`src/rtl/cpu_sequencer_pkg.sv`:
```
// rtl/cpu_sequencer_pkg.sv - shared state encoding and constants for the cpu sequencer
package cpu_sequencer_pkg;

  typedef enum logic [2:0] {
    S_FETCH     = 3'd0,
    S_DECODE    = 3'd1,
    S_EXECUTE   = 3'd2,
    S_MEMORY    = 3'd3,
    S_WRITEBACK = 3'd4,
    S_HALT      = 3'd5,
    S_FAULT     = 3'd6
  } state_t;

  typedef struct packed {
    logic branch;
    logic ubranch;
    logic mem_read;
    logic mem_write;
    logic reg_write;
    logic mem_to_reg;
  } flags_t;

  localparam logic [31:0] HALT_WORD_DEFAULT = 32'hFFFF_FFFF;
  localparam int unsigned PC_INC = 4;

endpackage

```
`src/rtl/cpu_mem_wait_timer.sv`:
```
// rtl/cpu_mem_wait_timer.sv - wait-cycle counter with timeout compare, shared by fetch and memory
module cpu_mem_wait_timer #(
  parameter int unsigned MAX_WAIT = 16
) (
  input  logic clock,
  input  logic reset,
  input  logic clear,
  input  logic tick,
  output logic expire
);

  localparam logic [7:0] LIMIT = 8'(MAX_WAIT - 1);

  logic [7:0] count;

  always_ff @(posedge clock) begin
    if (reset || clear) begin
      count <= '0;
    end else if (tick) begin
      count <= count + 8'd1;
    end
  end

  // Fires on the cycle that would be the MAX_WAIT-th without ready.
  assign expire = tick && (count == LIMIT);

endmodule

```
`src/rtl/cpu_sequencer.sv`:
```
// rtl/cpu_sequencer.sv - multi-cycle fetch/decode/execute/memory/writeback sequencer
module cpu_sequencer
  import cpu_sequencer_pkg::*;
#(
  parameter int unsigned     XLEN      = 64,
  parameter logic [XLEN-1:0] RESET_PC  = '0,
  parameter int unsigned     MAX_WAIT  = 16,
  parameter logic [31:0]     HALT_WORD = HALT_WORD_DEFAULT
) (
  input  logic            clock,
  input  logic            reset,
  output logic            imem_req,
  output logic [XLEN-1:0] imem_addr,
  input  logic            imem_ready,
  input  logic [31:0]     imem_rdata,
  output logic [31:0]     instruction,
  input  logic            branch_flag,
  input  logic            ubranch_flag,
  input  logic            mem_read_flag,
  input  logic            mem_write_flag,
  input  logic            reg_write_flag,
  input  logic            mem_to_reg_flag,
  input  logic [XLEN-1:0] pc_offset,
  input  logic [XLEN-1:0] alu_result,
  input  logic            zero_flag,
  input  logic [XLEN-1:0] store_data,
  output logic            dmem_req,
  output logic            dmem_we,
  output logic [XLEN-1:0] dmem_addr,
  output logic [XLEN-1:0] dmem_wdata,
  input  logic            dmem_ready,
  input  logic [XLEN-1:0] dmem_rdata,
  output logic            rf_we,
  output logic [XLEN-1:0] rf_wdata,
  output logic [XLEN-1:0] pc,
  output logic [2:0]      state,
  output logic            halted,
  output logic            fault,
  output logic [31:0]     retired
);

  state_t          state_q, next_state;
  flags_t          flags_q;
  logic [XLEN-1:0] pc_q, alu_q, st_q, mdr_q;
  logic [31:0]     ir_q, retired_q;
  logic            z_q, z_now, taken, complete;
  logic            in_wait, ready_in, expire;

  assign in_wait  = (state_q == S_FETCH) || (state_q == S_MEMORY);
  assign ready_in = (state_q == S_FETCH)  ? imem_ready :
                    (state_q == S_MEMORY) ? dmem_ready : 1'b0;

  cpu_mem_wait_timer #(.MAX_WAIT(MAX_WAIT)) u_wait_timer (
    .clock  (clock),
    .reset  (reset),
    .clear  (next_state != state_q),
    .tick   (in_wait && !ready_in),
    .expire (expire)
  );

  // A branch completes in EXECUTE, before zero_flag has landed in z_q.
  assign z_now = (state_q == S_EXECUTE) ? zero_flag : z_q;
  assign taken = flags_q.ubranch | (flags_q.branch & z_now);

  always_comb begin
    next_state = state_q;
    complete   = 1'b0;
    imem_req   = 1'b0;
    dmem_req   = 1'b0;
    dmem_we    = 1'b0;
    rf_we      = 1'b0;
    case (state_q)
      S_FETCH: begin
        imem_req = 1'b1;
        if (imem_ready)  next_state = S_DECODE;
        else if (expire) next_state = S_FAULT;
      end
      S_DECODE: next_state = (ir_q == HALT_WORD) ? S_HALT : S_EXECUTE;
      S_EXECUTE: begin
        if (flags_q.mem_read || flags_q.mem_write) next_state = S_MEMORY;
        else if (flags_q.reg_write)                next_state = S_WRITEBACK;
        else                                       complete   = 1'b1;
      end
      S_MEMORY: begin
        dmem_req = 1'b1;
        dmem_we  = flags_q.mem_write;
        if (dmem_ready) begin
          if (flags_q.reg_write) next_state = S_WRITEBACK;
          else                   complete   = 1'b1;
        end else if (expire) begin
          next_state = S_FAULT;
        end
      end
      S_WRITEBACK: begin
        rf_we    = 1'b1;
        complete = 1'b1;
      end
      default: ;
    endcase
    if (complete) next_state = S_FETCH;
  end

  always_ff @(posedge clock) begin
    if (reset) begin
      state_q   <= S_FETCH;
      pc_q      <= RESET_PC;
      ir_q      <= '0;
      flags_q   <= '0;
      alu_q     <= '0;
      z_q       <= 1'b0;
      st_q      <= '0;
      mdr_q     <= '0;
      retired_q <= '0;
    end else begin
      state_q <= next_state;
      case (state_q)
        S_FETCH:   if (imem_ready) ir_q <= imem_rdata;
        S_DECODE:  if (ir_q != HALT_WORD)
                     flags_q <= {branch_flag, ubranch_flag, mem_read_flag,
                                 mem_write_flag, reg_write_flag, mem_to_reg_flag};
        S_EXECUTE: begin
          alu_q <= alu_result;
          z_q   <= zero_flag;
          st_q  <= store_data;
        end
        // A combined read+write is treated as a write, so mdr keeps its value.
        S_MEMORY:  if (dmem_ready && flags_q.mem_read && !flags_q.mem_write) mdr_q <= dmem_rdata;
        default: ;
      endcase
      if (complete) begin
        pc_q      <= taken ? pc_q + (pc_offset << 2) : pc_q + XLEN'(PC_INC);
        retired_q <= retired_q + 32'd1;
      end
    end
  end

  assign imem_addr   = pc_q;
  assign instruction = ir_q;
  assign dmem_addr   = alu_q;
  assign dmem_wdata  = st_q;
  assign rf_wdata    = flags_q.mem_to_reg ? mdr_q : alu_q;
  assign pc          = pc_q;
  assign state       = state_q;
  assign halted      = (state_q == S_HALT);
  assign fault       = (state_q == S_FAULT);
  assign retired     = retired_q;

endmodule

```
`config.mk`:
```
export PLATFORM = sky130hd
export DESIGN_NAME = cpu_sequencer
export DESIGN_NICKNAME = d
export VERILOG_FILES = /design/src/rtl/cpu_sequencer_pkg.sv /design/src/rtl/cpu_mem_wait_timer.sv /design/src/rtl/cpu_sequencer.sv
export SDC_FILE = /design/constraint.sdc
export NUM_CORES = 1
export LEC_CHECK = 0
export ABC_CLOCK_PERIOD_IN_PS = 12550
export BUFFER_PORTS_ARGS = -buffer_cell sky130_fd_sc_hd__buf_2
export CAP_MARGIN = 20
export CELL_PAD_IN_SITES_DETAIL_PLACEMENT = 0
export CELL_PAD_IN_SITES_GLOBAL_PLACEMENT = 1
export CORE_AREA = 2 2 272 274
export CTS_BUF_LIST = sky130_fd_sc_hd__clkbuf_8
export CTS_CLUSTER_SIZE = 28
export DETAILED_ROUTE_END_ITERATION = 16
export DIE_AREA = 0 0 274 276
export PLACE_DENSITY_LB_ADDON = 0.12
export SLEW_MARGIN = 10
export SYNTH_ARGS = -nofsm -noshare
export SYNTH_HDL_FRONTEND = slang
export SYNTH_SLANG_ARGS = --single-unit
```
`constraint.sdc`:
```
create_clock -name clock -period 12.55 [get_ports clock]
set_clock_uncertainty 0.15 [all_clocks]
set_input_delay 0 -clock clock [delete_from_list [all_inputs] [get_ports clock]]
set_output_delay 0 -clock clock [all_outputs]
set_load 0.01 [all_outputs]
```
==> impl_metrics.yaml <==
worst_setup_path:
  endpoint_kind: "flop"
  critical_path_required_ps: 12940
  slowest_stage: "o41ai_1"
  cpPeakStageDelay_ps: 690
  crit_type: "flop to flop"
  crit_path_max_fanout: 62
  r2r_setup_slack_ps: 5520
  crit_chain: "inv_1 -> nor2_1 -> nand2_4 -> nand2_1 -> nand2_1 -> a21oi_4 -> buf_4 -> or2_2 -> ha_1 -> inv_1 -> fa_1 -> nand2b_1 -> a211oi_1 -> o21bai_1 -> a31oi_1 -> o211ai_1 -> o41ai_1 -> a21o_1 -> a221oi_1 -> xnor2_1 -> dlygate4sd3_1 -> a22o_1"
  start_kind: "flop"
  arrival_ps: 7420
routing:
  wirelength_mm: 77.5
  drcViolationCount: 0
  detail_route.first_pass.iterations: 7
  postRouteAntennaNets: 0
  wl_per_cell_um: 17.9
  viasPerCell: 4.54
  vias: 19600
  drt_iter0_drc: 976
die:
  coreArea_um2: 72600
  initial_core_util: 0.236
  io_pins: 692
  die_w_um: 274
  die-height_um: 276
  die_area_um2: 75600
  rows: 99
flow_run:
  max_cap_violations: 0
logic_synthesis:
  synth_edf_count: 0
  synth_cell_types: 65
  synth_area_um2: 17100
  synth-seq-cells: 336
  synth.avg_cell_area_um2: 7.74
  seq_area_frac_synth: 0.393
  synth-async-reset-ratio: 0
  yosysWarnings: 0
  netlist_instances: 2210
  synth_ff_type: "dfxtp_1"
clocking:
  cts_made_buffers: 70
  htreeDepth: 3
  clock-sinks: 336
  clk_pin_slew_ps: 60
  clockRootBuffer: "clkbuf_8"
  cts_tree: "yes"
  clk_path_buf_depth: 3
  ctsResizeCount: 0
  clk_latency_ps: 640
worst_hold_path:
  hold_path.class: "input port to flop"
sta:
  rsz0062_at_grt: "no"
  post-route-period-util: 0.560
  relSlewSlack: 0.280
  fmax_mhz: 142
  tns_ps: 0
  hold_viol: 0
  layout_min_cycle_time_ps: 7030
  drv_slew: 0
  tightest_slew_ps: 1080
  final-setup-viol-count: 0
power_and_ir_drop:
  pwr-share-seq: 0.420
  internal_power_w: 0.00190
  clock_power_share: 0.420
  p_sw_w: 0.000764
  p_comb_frac: 0.160
  p_leak_nw: 12.3
  peakVddDrop_mv: 0.0630
  p_sw_frac: 0.286
  powerDensity_nw_per_um2: 96.9
placed_design:
  io_buffers: 685
  place_congestion: 0.879
  dp_hpwl_mm: 55.0
  place_inst: 3667
cells_and_area:
  fin_nets: 3673
  fill_cells: 7714
  area_growth_pct: 60.8
  stdcell_count: 4321
  final_layout_size_suffix_gt1_frac: 0.262
grt:
  gr-total-overflow: 0
  grt_pass1_wl_mm: 116
  antenna_found_initial: 9
  grt_max_degree: 162
  gr-usage-all-layers: 0.196
  grt_pass1_vias: 19400
run_status:
  status: "completed"
## final cells by class
type | instances | area [µm²] | share of cell area
Multi-Input combinational cell | 1655 | 9350 | 0.340
Timing Repair Buffer | 1228 | 8860 | 0.322
Sequential cell | 336 | 6730 | 0.244
Tap cell | 959 | 1200 | 0.0436
Clock buffer | 81 | 1110 | 0.0405
Clock inverter | 34 | 170 | 0.00618
Inverter | 19 | 71.3 | 0.00259
Antenna cell | 9 | 22.5 | 0.000818
## power groups by stage
stage          sequential (W)  clock (W)  combinational [W]
3_5_place_dp          0.00114          0           0.000290
2_1_floorplan         0.00115          0           0.000148
4_1_cts               0.00112    0.00117           0.000429
3_3_place_gp          0.00114          0           0.000289
6_report              0.00112    0.00112           0.000426
5_1_grt               0.00112    0.00122           0.000463
## worst max-delay path, delay by kind of cell, from the launching register on
| family | cells | cell delay, ps |
|---|---|---|
| simple gates | 6 | 1400 |
| flops | 1 | 530 |
| fa+ha+maj | 2 | 600 |
| xor+xnor | 1 | 130 |
| buf+inv | 4 | 1470 |
| compound gates | 9 | 2580 |
## final timing paths
path	from	endpoint	depth (start not counted)
max	state[1]$_SDFF_PP0_	imem_addr[62]$_SDFFE_PP0P_	22
min	alu_result[1]	dmem_addr[1]$_SDFFE_PP0P_	4
max reg2reg	state[1]$_SDFF_PP0_	imem_addr[62]$_SDFFE_PP0P_	22
min reg2reg	mdr_q[42]$_SDFFE_PP0P_	mdr_q[42]$_SDFFE_PP0P_	2
## sequential cells by signal, summed over array words and instances (netlist names)
name / count
instruction: 32
u_wait_timer.count: 8
mdr_q: 64
retired: 32
flags_q: 6
z_q: 1
dmem_addr: 64
state: 3
dmem_wdata: 64
imem_addr: 62
## cells in the mapped netlist, drive strengths merged (2+ instances only)
library cell / number / area share
a2111oi: 4 / 0.0039
a211o: 2 / 0.0010
a211oi: 17 / 0.0077
a21boi: 4 / 0.0018
a21o: 29 / 0.013
a21oi: 345 / 0.10
a221o: 2 / 0.0012
a221oi: 5 / 0.0026
a22o: 13 / 0.0067
a31o: 3 / 0.0015
a31oi: 9 / 0.0037
a41oi: 3 / 0.0015
and2: 6 / 0.0022
and3: 18 / 0.0066
and4: 5 / 0.0026
buf: 72 / 0.030
clkbuf: 131 / 0.029
dfxtp: 336 / 0.39
ha: 63 / 0.046
inv: 19 / 0.0042
mux2: 65 / 0.043
mux2i: 8 / 0.0047
nand2: 597 / 0.13
nand2b: 8 / 0.0029
nand3: 15 / 0.0044
nand3b: 5 / 0.0022
nand4: 35 / 0.013
nor2: 106 / 0.023
nor2b: 67 / 0.024
nor3: 13 / 0.0041
nor4: 5 / 0.0018
o211ai: 6 / 0.0026
o21a: 7 / 0.0031
o21ai: 53 / 0.016
o21bai: 10 / 0.0044
o22ai: 2 / 0.00073
o31ai: 5 / 0.0022
o41ai: 2 / 0.0010
or2: 3 / 0.0011
or3: 17 / 0.0062
xnor2: 43 / 0.022
xor2: 43 / 0.022
## cells in the final DEF (no fill, tap or decap), types with 9 or more instances in the layout
master	n
xor2_1	43
and3_1	18
nand3_1	15
buf_2	684
a211oi_1	16
a22o_1	13
nor2_1	103
o21ai_0	48
or3_1	16
inv_1	44
diode_2	9
ha_1	63
buf_4	12
nand4_1	35
xnor2_1	43
dfxtp_1	335
nor2b_1	67
dlygate4sd3_1	529
mux2_2	64
a21oi_1	344
nor3_1	10
o21bai_1	10
clkbuf_8	81
a21o_1	29
nand2_1	596
## kinds of logic (layout without fill, tap and decap cells)
group,after synthesis,in the layout,share of synthesized area
simple gates,903,903,0.227
compound gates,525,525,0.177
flops,336,336,0.393
buf+inv,222,1362,0.0635
xor+xnor,86,86,0.0440
mux,73,73,0.0474
fa+ha+maj,64,64,0.0472
other cells,1,13,0.000219
## timing repair
| item | 4_1_cts | 5_1_grt |
|---|---|---|
| setup endpoints to repair | 0 | 0 |
| hold buffers | 529 | 0 |
| hold endpoints to repair | 297 | 0 |
| buffers inserted | 0 | 0 |
## stage by stage
stage	area, µm²	hold WS (ps)	total power, W	util	worst slack, ps
3_5_place_dp	20900	96.2	0.00143	0.288	5880
4_1_cts	27500	0.158	0.00272	0.379	5270
2_1_floorplan	17100	-14.0	0.00130	-	7720
3_3_place_gp	20900	89.2	0.00143	0.288	5910
5_1_grt	27500	9.32	0.00281	0.379	4840
6_report	27500	49.1	0.00267	0.379	5520
## per-layer routing
metal  part of all wire  track usage  wire length [µm]
met5            0.00035            0                27
met3              0.063       0.0446              4890
met2               0.49        0.345             38100
met1               0.41        0.232             32200
met4              0.030       0.0648              2320
Power figures use the tool's default switching activity.
